===== src/rtl/caches_pkg.sv =====
// Shared types for the cache-side memory arbiter: arbitration mode, FSM state
// and the common machine word.
package caches_pkg;

    typedef enum logic {
        ARB_FIXED = 1'b0,
        ARB_RR    = 1'b1
    } arb_mode_t;

    typedef enum logic {
        ARB_IDLE = 1'b0,
        ARB_BUSY = 1'b1
    } arb_state_t;

    typedef logic [31:0] word_t;

endpackage


===== src/rtl/rr_priority_picker.sv =====
// Combinational rotating priority picker: lowest set request at or after
// i_ptr wins, searching upwards and wrapping modulo NUM_REQ.
module rr_priority_picker #(
    parameter  int NUM_REQ = 2,
    localparam int IDX_W   = (NUM_REQ > 1) ? $clog2(NUM_REQ) : 1
) (
    input  logic [NUM_REQ-1:0] i_req,
    input  logic [IDX_W-1:0]   i_ptr,
    output logic               o_found,
    output logic [IDX_W-1:0]   o_idx
);

    localparam logic [IDX_W:0] NUM_L = (IDX_W+1)'(NUM_REQ);

    logic [2*NUM_REQ-1:0] w_dbl;
    logic [NUM_REQ-1:0]   w_rot;
    logic [IDX_W-1:0]     w_off;
    logic [IDX_W:0]       w_sum;

    // Doubling the vector turns the wrap-around rotate into a plain shift.
    assign w_dbl   = {i_req, i_req} >> i_ptr;
    assign w_rot   = w_dbl[NUM_REQ-1:0];
    assign o_found = |i_req;

    // Priority-encode the rotated vector, lowest offset wins.
    always_comb begin
        w_off = '0;
        for (int k = NUM_REQ - 1; k >= 0; k--) begin
            w_off = w_rot[k] ? IDX_W'(k) : w_off;
        end
    end

    // Un-rotate the winning offset back to a channel index.
    always_comb begin
        w_sum = {1'b0, w_off} + {1'b0, i_ptr};
        if (w_sum >= NUM_L) begin
            o_idx = IDX_W'(w_sum - NUM_L);
        end else begin
            o_idx = w_sum[IDX_W-1:0];
        end
    end

endmodule


===== src/rtl/cache_mem_arbiter.sv =====
// N-requestor arbiter between cache-side ports and one memory port; the grant
// is registered in IDLE and held through BUSY until completion or abort.
module cache_mem_arbiter
    import caches_pkg::*;
#(
    parameter  int        NUM_REQ  = 2,
    parameter  int        ADDR_W   = 32,
    parameter  int        DATA_W   = 64,
    parameter  arb_mode_t ARB_MODE = ARB_FIXED,
    localparam int        IDX_W    = (NUM_REQ > 1) ? $clog2(NUM_REQ) : 1
) (
    input  logic                             CLK,
    input  logic                             RST,
    input  logic [NUM_REQ-1:0]               req_ren,
    input  logic [NUM_REQ-1:0]               req_wen,
    input  logic [NUM_REQ-1:0][ADDR_W-1:0]   req_addr,
    input  logic [NUM_REQ-1:0][DATA_W-1:0]   req_store,
    output logic [NUM_REQ-1:0]               req_wait,
    output logic [NUM_REQ-1:0][DATA_W-1:0]   req_load,
    output logic                             mem_ren,
    output logic                             mem_wen,
    output logic [ADDR_W-1:0]                mem_addr,
    output logic [DATA_W-1:0]                mem_store,
    input  logic                             mem_wait,
    input  logic [DATA_W-1:0]                mem_load,
    output logic                             grant_valid,
    output logic [IDX_W-1:0]                 grant_idx
);

    arb_state_t         r_state;
    arb_state_t         w_state_nxt;
    logic [IDX_W-1:0]   r_grant_idx;
    logic [IDX_W-1:0]   r_rr_ptr;
    logic [IDX_W-1:0]   w_pick_ptr;
    logic [IDX_W-1:0]   w_pick_idx;
    logic [IDX_W-1:0]   w_ptr_nxt;
    logic               w_found;
    logic               w_done;
    logic [NUM_REQ-1:0] w_requesting;

    assign w_requesting = req_ren | req_wen;
    assign w_pick_ptr   = (ARB_MODE == ARB_RR) ? r_rr_ptr : '0;
    assign w_ptr_nxt    = (r_grant_idx == IDX_W'(NUM_REQ - 1)) ? '0
                                                               : r_grant_idx + IDX_W'(1);
    assign grant_valid  = (r_state == ARB_BUSY);
    assign grant_idx    = r_grant_idx;

    rr_priority_picker #(
        .NUM_REQ (NUM_REQ)
    ) u_picker (
        .i_req   (w_requesting),
        .i_ptr   (w_pick_ptr),
        .o_found (w_found),
        .o_idx   (w_pick_idx)
    );

    // State, grant and round-robin pointer registers.
    always_ff @(posedge CLK or posedge RST) begin
        if (RST) begin
            r_state     <= ARB_IDLE;
            r_grant_idx <= '0;
            r_rr_ptr    <= '0;
        end else begin
            r_state <= w_state_nxt;
            if ((r_state == ARB_IDLE) && w_found) begin
                r_grant_idx <= w_pick_idx;
            end
            if ((ARB_MODE == ARB_RR) && w_done) begin
                r_rr_ptr <= w_ptr_nxt;
            end
        end
    end

    // Next state plus memory pass-through; a dropped request aborts silently.
    always_comb begin
        w_state_nxt = r_state;
        w_done      = 1'b0;
        mem_ren     = 1'b0;
        mem_wen     = 1'b0;
        mem_addr    = '0;
        mem_store   = '0;
        req_wait    = w_requesting;
        req_load    = '0;
        case (r_state)
            ARB_IDLE: begin
                if (w_found) begin
                    w_state_nxt = ARB_BUSY;
                end else begin
                    w_state_nxt = ARB_IDLE;
                end
            end
            ARB_BUSY: begin
                if (w_requesting[r_grant_idx]) begin
                    mem_wen   = req_wen[r_grant_idx];
                    mem_ren   = req_ren[r_grant_idx] & ~req_wen[r_grant_idx];
                    mem_addr  = req_addr[r_grant_idx];
                    mem_store = req_store[r_grant_idx];
                    if (!mem_wait) begin
                        w_done                = 1'b1;
                        req_wait[r_grant_idx] = 1'b0;
                        req_load[r_grant_idx] = mem_load;
                        w_state_nxt           = ARB_IDLE;
                    end else begin
                        w_state_nxt = ARB_BUSY;
                    end
                end else begin
                    w_state_nxt = ARB_IDLE;
                end
            end
            default: begin
                w_state_nxt = ARB_IDLE;
            end
        endcase
    end

endmodule


===== config.mk =====
export PLATFORM = sky130hd
export DESIGN_NAME = cache_mem_arbiter
export DESIGN_NICKNAME = d
export VERILOG_FILES = /design/src/rtl/caches_pkg.sv /design/src/rtl/rr_priority_picker.sv /design/src/rtl/cache_mem_arbiter.sv
export SDC_FILE = /design/constraint.sdc
export NUM_CORES = 1
export LEC_CHECK = 0
export CAP_MARGIN = 20
export CORE_AREA = 2 2 190 192
export DETAILED_ROUTE_END_ITERATION = 8
export DIE_AREA = 0 0 192 194
export GPL_TIMING_DRIVEN = 1
export HOLD_SLACK_MARGIN = 0.15
export PLACE_DENSITY_LB_ADDON = 0.2
export SYNTH_ARGS = -nofsm -noshare
export SYNTH_HDL_FRONTEND = slang
export SYNTH_SLANG_ARGS = --single-unit

===== constraint.sdc =====
create_clock -name CLK -period 1.98 [get_ports CLK]
set_input_delay 0.495 -clock CLK [delete_from_list [all_inputs] [get_ports CLK]]
set_output_delay 0.495 -clock CLK [all_outputs]
set_load 0.05 [all_outputs]

==> Word level (Yosys, flattened, before mapping) <==
Cells that the tools add are included.
{ "totals": {"wordCells": 51, "output_inout_bits": 230, "input_bits": 263, "reg_bits": 2} }
{ "op_classes": {"n_mux": 35, "n_reduce_logical": 3, "bitwise_logic": 7, "addsub": 1, "n_lt_le_gt_ge": 3} }
{ "op_table": {"columns": ["op", "n"], "rows": [
  ["128-bit two-way mux", 3],
  ["64-bit two-way mux", 5],
  ["128-bit AND", 1],
  ["32-bit two-way mux", 4],
  ["64-bit demux with 1-bit select", 1],
  ["1-bit two-way mux", 17],
  ["2-bit two-way mux", 3],
  ["2-bit AND", 1],
  ["1-bit by 2-bit greater-or-equal comparator with 1-bit output (second input constant)", 1],
  ["1-bit logical AND", 2],
  ["1-bit by 2-bit < comparator with 1-bit output (second input constant)", 1],
  ["1-bit inverter", 2],
  ["2-bit inverter", 1],
  ["2-bit OR", 1],
  ["1-bit one-hot mux with 2 select lines", 1],
  ["2-bit OR reduction", 1],
  ["1-bit AND", 1],
  ["1-bit demux with 1-bit select", 1],
  ["1-bit greater-or-equal comparator (second input constant)", 1],
  ["1-bit subtractor (second input constant)", 1]
]} }

==> Logic depth before layout (Yosys ltp) <==
{ "logic_depth": {"word_depth": 9, "ltp_mapped": 5, "mapped_depth_nobuf": 2} }

==> By module <==
Synthesis repeated with hierarchy kept, for this count alone.
{ "unflattened": {"cells_unflattened": 419, "hier_area_um2": 3352.0} }
{ "modules_own_cells": {"columns": ["mod", "seq_area_each_um2", "n_inst", "area_per_inst_um2", "cells_each"], "rows": [
  ["cache_mem_arbiter", 50.0, 1, 3333.2, 415],
  ["rr_priority_picker", 0.0, 1, 18.8, 4]
]} }

==> Worst setup path after synthesis <==
No wires, ideal clock.
{ "synth_timing": {"path_type": "flip-flop to output port", "startpoint": "reg r_grant_idx (netlist: grant_idx)", "endpoint": "out mem_store[23]", "required_ns": 1.485, "t_arrival_ns": 2.965, "path_buffers": 3, "stages_incl_launch_ff": 6, "setup_slack_ns": -1.480, "cell_sequence": "dfrtp_1 -> buf_4 -> nor3b_2 -> buf_2 -> buf_2 -> nor4b_1"} }
{ "synth_between": {"elab_chain_cells": 4, "word_cells_on_any_way": 6, "classes_between": "mux (6)"} }
{ "synth_lines": {"columns": ["item", "line_no", "text"], "rows": [
  ["start: declaration", "cache_mem_arbiter.sv:32", "logic [IDX_W-1:0] r_grant_idx;"],
  ["start signal: assignment", "cache_mem_arbiter.sv:66", "r_grant_idx <= w_pick_idx;"],
  ["64-bit two-way mux (not written as such) / 1-bit two-way mux (equally long branches) (2 in series)", "cache_mem_arbiter.sv:97, cache_mem_arbiter.sv:93", null],
  ["64-bit two-way mux (*)", "cache_mem_arbiter.sv:93", "if (w_requesting[r_grant_idx]) begin"],
  ["64-bit two-way mux (*)", "cache_mem_arbiter.sv:84", "case (r_state)"],
  ["end: declaration", "cache_mem_arbiter.sv:23", "output logic [DATA_W-1:0] mem_store,"]
]} }
Mark *: on every way between the ends. The rest lies on a longest branch, timed or not. The select of a mux whose other input is x is not followed.

==> metrics list <==
- Layout cell share with drive strength beyond 1: 0.637
- The routed design has 28100 um of wire.
- Filler cell count in the final layout: 3345
- Total count of max-transition violations in the final report: 0
- Sink count of the clock tree: 2
- 0 antenna diodes ended up in the layout.
- Net Count, Synth: 676
- Highest-count cells in the layout ignoring fill and taps: sky130_fd_sc_hd__clkdlybuf4s50_1 (257), sky130_fd_sc_hd__buf_6 (190), sky130_fd_sc_hd__nor3b_4 (129)
- In this run the critical register-to-register path is launched from grant_valid.
- STA classifies the critical path startpoint as a flip-flop.
- Measured along the y axis, the die boundary spans 194 um.
- Drt first pass iters: 4
- Vias post-DR: 5840
- For this run, the total global-route usage over all layers was measured as 0.137.
- The final reports fail on negative setup slack.
* CTS Buf Count: 3
- Fmax achieved: 405 MHz
- Max-cap violations in this run came to 0.
- Clock slew at reported path FFs: 0.03 ns
- Dividing the final minimum period by the clock period gives 1.25.
- Once layout is complete, the utilization of the core stands at 0.414.
* Area taken by multi-input logic gates: 0.00587 mm2
- After synthesis, the netlist uses 23 different library cells.
- Maximum clock skew at final layout: 0.0000136 ns
- After synthesis, the mean cell area works out to 8.66 um2.
- Headroom to the max-slew limit came out at 0.686.
* NumNets Final: 1257
- Summed over all layers, the global routing overflow is 0.
- Yosys mapped a number of flops with a built-in enable equal to 0.
- The later pin in the worst-skew pair is clocked with a latency of 0.22 ns.
- The flow ran to the end, but the final reports show violations.
* H-Tree Level Count: 1
* Vias in the first global route: 6243
- Hold violation count in the final report: 0
* Number of nets still failing antenna checks after routing: 0
* Chip Width: 192 um
- At the end of routability-driven placement, the weighted congestion stood at 0.770.
- Setup repair after global routing could not meet its margin everywhere.
- Standard-cell row count: 69
* Setup TNS after final layout: -76.69 ns
- By startpoint and endpoint, the worst setup path is classified as flip-flop to output pin.
- Leaving out fill and tap cells, the most frequent cell in the layout is sky130_fd_sc_hd__clkdlybuf4s50_1.
- The floorplan step defined a die boundary enclosing 0.0372 mm2.
- Using the TritonRoute via totals, the vias-per-cell ratio works out to 4.02.
- Area of the core: 0.0352 mm2
* Final Critical Period: 2.47 ns
- Highest ir drop seen on vdd: 0.536 mV
- Register Area: 57.6 um2
- Hold repair after CTS inserted 0 buffers.
- Summing every instance area after synthesis gives 0.00358 mm2.
- Remaining design rule violation count: 0
* Length in cells of the worst reg-to-reg path: 6
- Hold crit path type: input port to asynchronous set/reset pin
- Half-perimeter wire length after placement: 22500 um
- Counting flops and latches in the post-synthesis netlist gives 2.
- Worst Max-Slew Pin Slew: 0.458 ns
- Entering global routing, the biggest net connects 42 pins.
- During I/O placement, the number of pins put on the boundary was 493.
* Area growth from synthesis to final layout: 308%
- During placement, the flow inserted port buffers numbering 492.
* Routed wirelength normalized by instance count: 19.3 um
- The detailed router finished its first iteration with 100 violations.
* CTS tree: built
* Required time of the worst setup path: 1.48 ns
- The clock passes through at most 2 buffers.
- In the synthesized netlist, the number of instances is 413.
- The first global-routing pass estimated 39200 um of wire.
- Among all flip-flop cells after synthesis, the most frequent one is sky130_fd_sc_hd__dfrtp_1.
- For this configuration, the core starts out at a cell density of 0.102.
- In this run the clock root is driven by a sky130_fd_sc_hd__clkbuf_16.
- The initial antenna violation count came to 0.
- Once routing completed, OpenROAD measured the worst setup slack at -0.487 ns.
- Summed over all cells, the static leakage comes to 5.86 nW.
- R2R setup slack: 0.47 ns
- R2r endpoint: grant_valid
* Data arrival at the endpoint of the critical path: 1.97 ns
- Number of setup violations in the final report: 226
* CP endpoint kind: output pin
* Proportion of synthesized flip-flops having asynchronous set or reset: 1.00
- Number of warnings issued by yosys: 0
- In this run the power density over the cells is 844 mW/mm2.
* Proportion of synthesized chip area in sequential cells: 0.0140
- Largest fanout on the critical path: 27
[final cells by class]
type                       count  area share
multi-input combinational    339       0.403
tap                          461      0.0395
sequential                     2     0.00394
timing repair buffer         647       0.549
inverter                       1    0.000257
clock buffer                   3     0.00514
[per-stage QoR]
stage | instances | power [mW] | area (um2) | setup WS, ns | hold WS, ns
final | 1453 | 12.3 | 14600 | -0.487 | 0.451
after global routing | 1453 | 12.8 | 14600 | -0.529 | 0.466
after CTS | 1431 | 12.0 | 14100 | -0.495 | 0.455
after detailed placement | 1408 | 10.9 | 13000 | -0.614 | 0.676
after global placement | 1408 | 10.9 | 13000 | -0.629 | 0.666
after floorplan | 413 | 7.53 | 6570 | -0.394 | 0.236
[kinds of logic after synthesis]
family | after synthesis | share of synthesized area
flip-flops | 2 | 0.0140
buffers and inverters | 72 | 0.103
multiplexers | 97 | 0.271
AND/OR/NAND/NOR | 236 | 0.598
AO/OA/AOI/OAI | 6 | 0.0136
[power breakdown]
part | leakage, nW | switching, mW | internal, mW
Sequential | 0.0215 | 0.0302 | 0.0647
Combinational | 5.80 | 6.31 | 5.61
Clock | 0.0370 | 0.0437 | 0.257
Total | 5.86 | 6.38 | 5.93
[cell usage after synthesis (all sizes together) (2+ instances only)]
| library cell | instances | area [um2] |
|---|---|---|
| buf | 40 | 249 |
| nand3b | 2 | 15.0 |
| mux2i | 97 | 971 |
| or3b | 2 | 17.5 |
| clkbuf | 31 | 116 |
| nor2b | 4 | 25.0 |
| dfrtp | 2 | 50.1 |
| nor3b | 129 | 1220 |
| nor2 | 2 | 7.51 |
| nor4b | 96 | 841 |
[worst max-delay path, stage by stage (launching register included)]
cell and delay, ns:
sky130_fd_sc_hd__dfrtp_4 0.52, sky130_fd_sc_hd__or3b_4 0.51, sky130_fd_sc_hd__buf_12 0.25, sky130_fd_sc_hd__nor3b_4 0.27
sky130_fd_sc_hd__buf_12 0.17
[timing repair]
| item | 4_1_cts | 5_1_grt |
|---|---|---|
| gates cloned | 7 | 7 |
| setup endpoints to repair | 228 | 228 |
| pin swaps | 17 | 29 |
| buffers inserted | 14 | 16 |
| resized for setup | 183 | 75 |
[registers in the layout, indices dropped and copies added, names as in the netlist]
| register | cells |
|---|---|
| grant_idx | 1 |
| grant_valid | 1 |
[worst max-delay path by stage]
stage | slack (ns) | from | endpoint | depth (start not counted)
after floorplan | -0.39 | grant_idx | req_load[14] | 5
after global placement | -0.63 | req_ren[1] | mem_addr[29] | 6
after detailed placement | -0.61 | req_ren[1] | mem_store[1] | 6
after CTS | -0.49 | grant_idx | req_load[25] | 4
after global routing | -0.53 | grant_idx | mem_addr[4] | 6
final | -0.49 | grant_idx | req_load[25] | 4
[metal layers]
metal	GRT usage	vias up	wire length, um
met3	0.0342	8	2350
met2	0.281	290	15600
met5	0	-	0
met4	0.00933	0	147
met1	0.141	2749	10000
li1	-	2793	-
(Power assumes the default switching activity.)
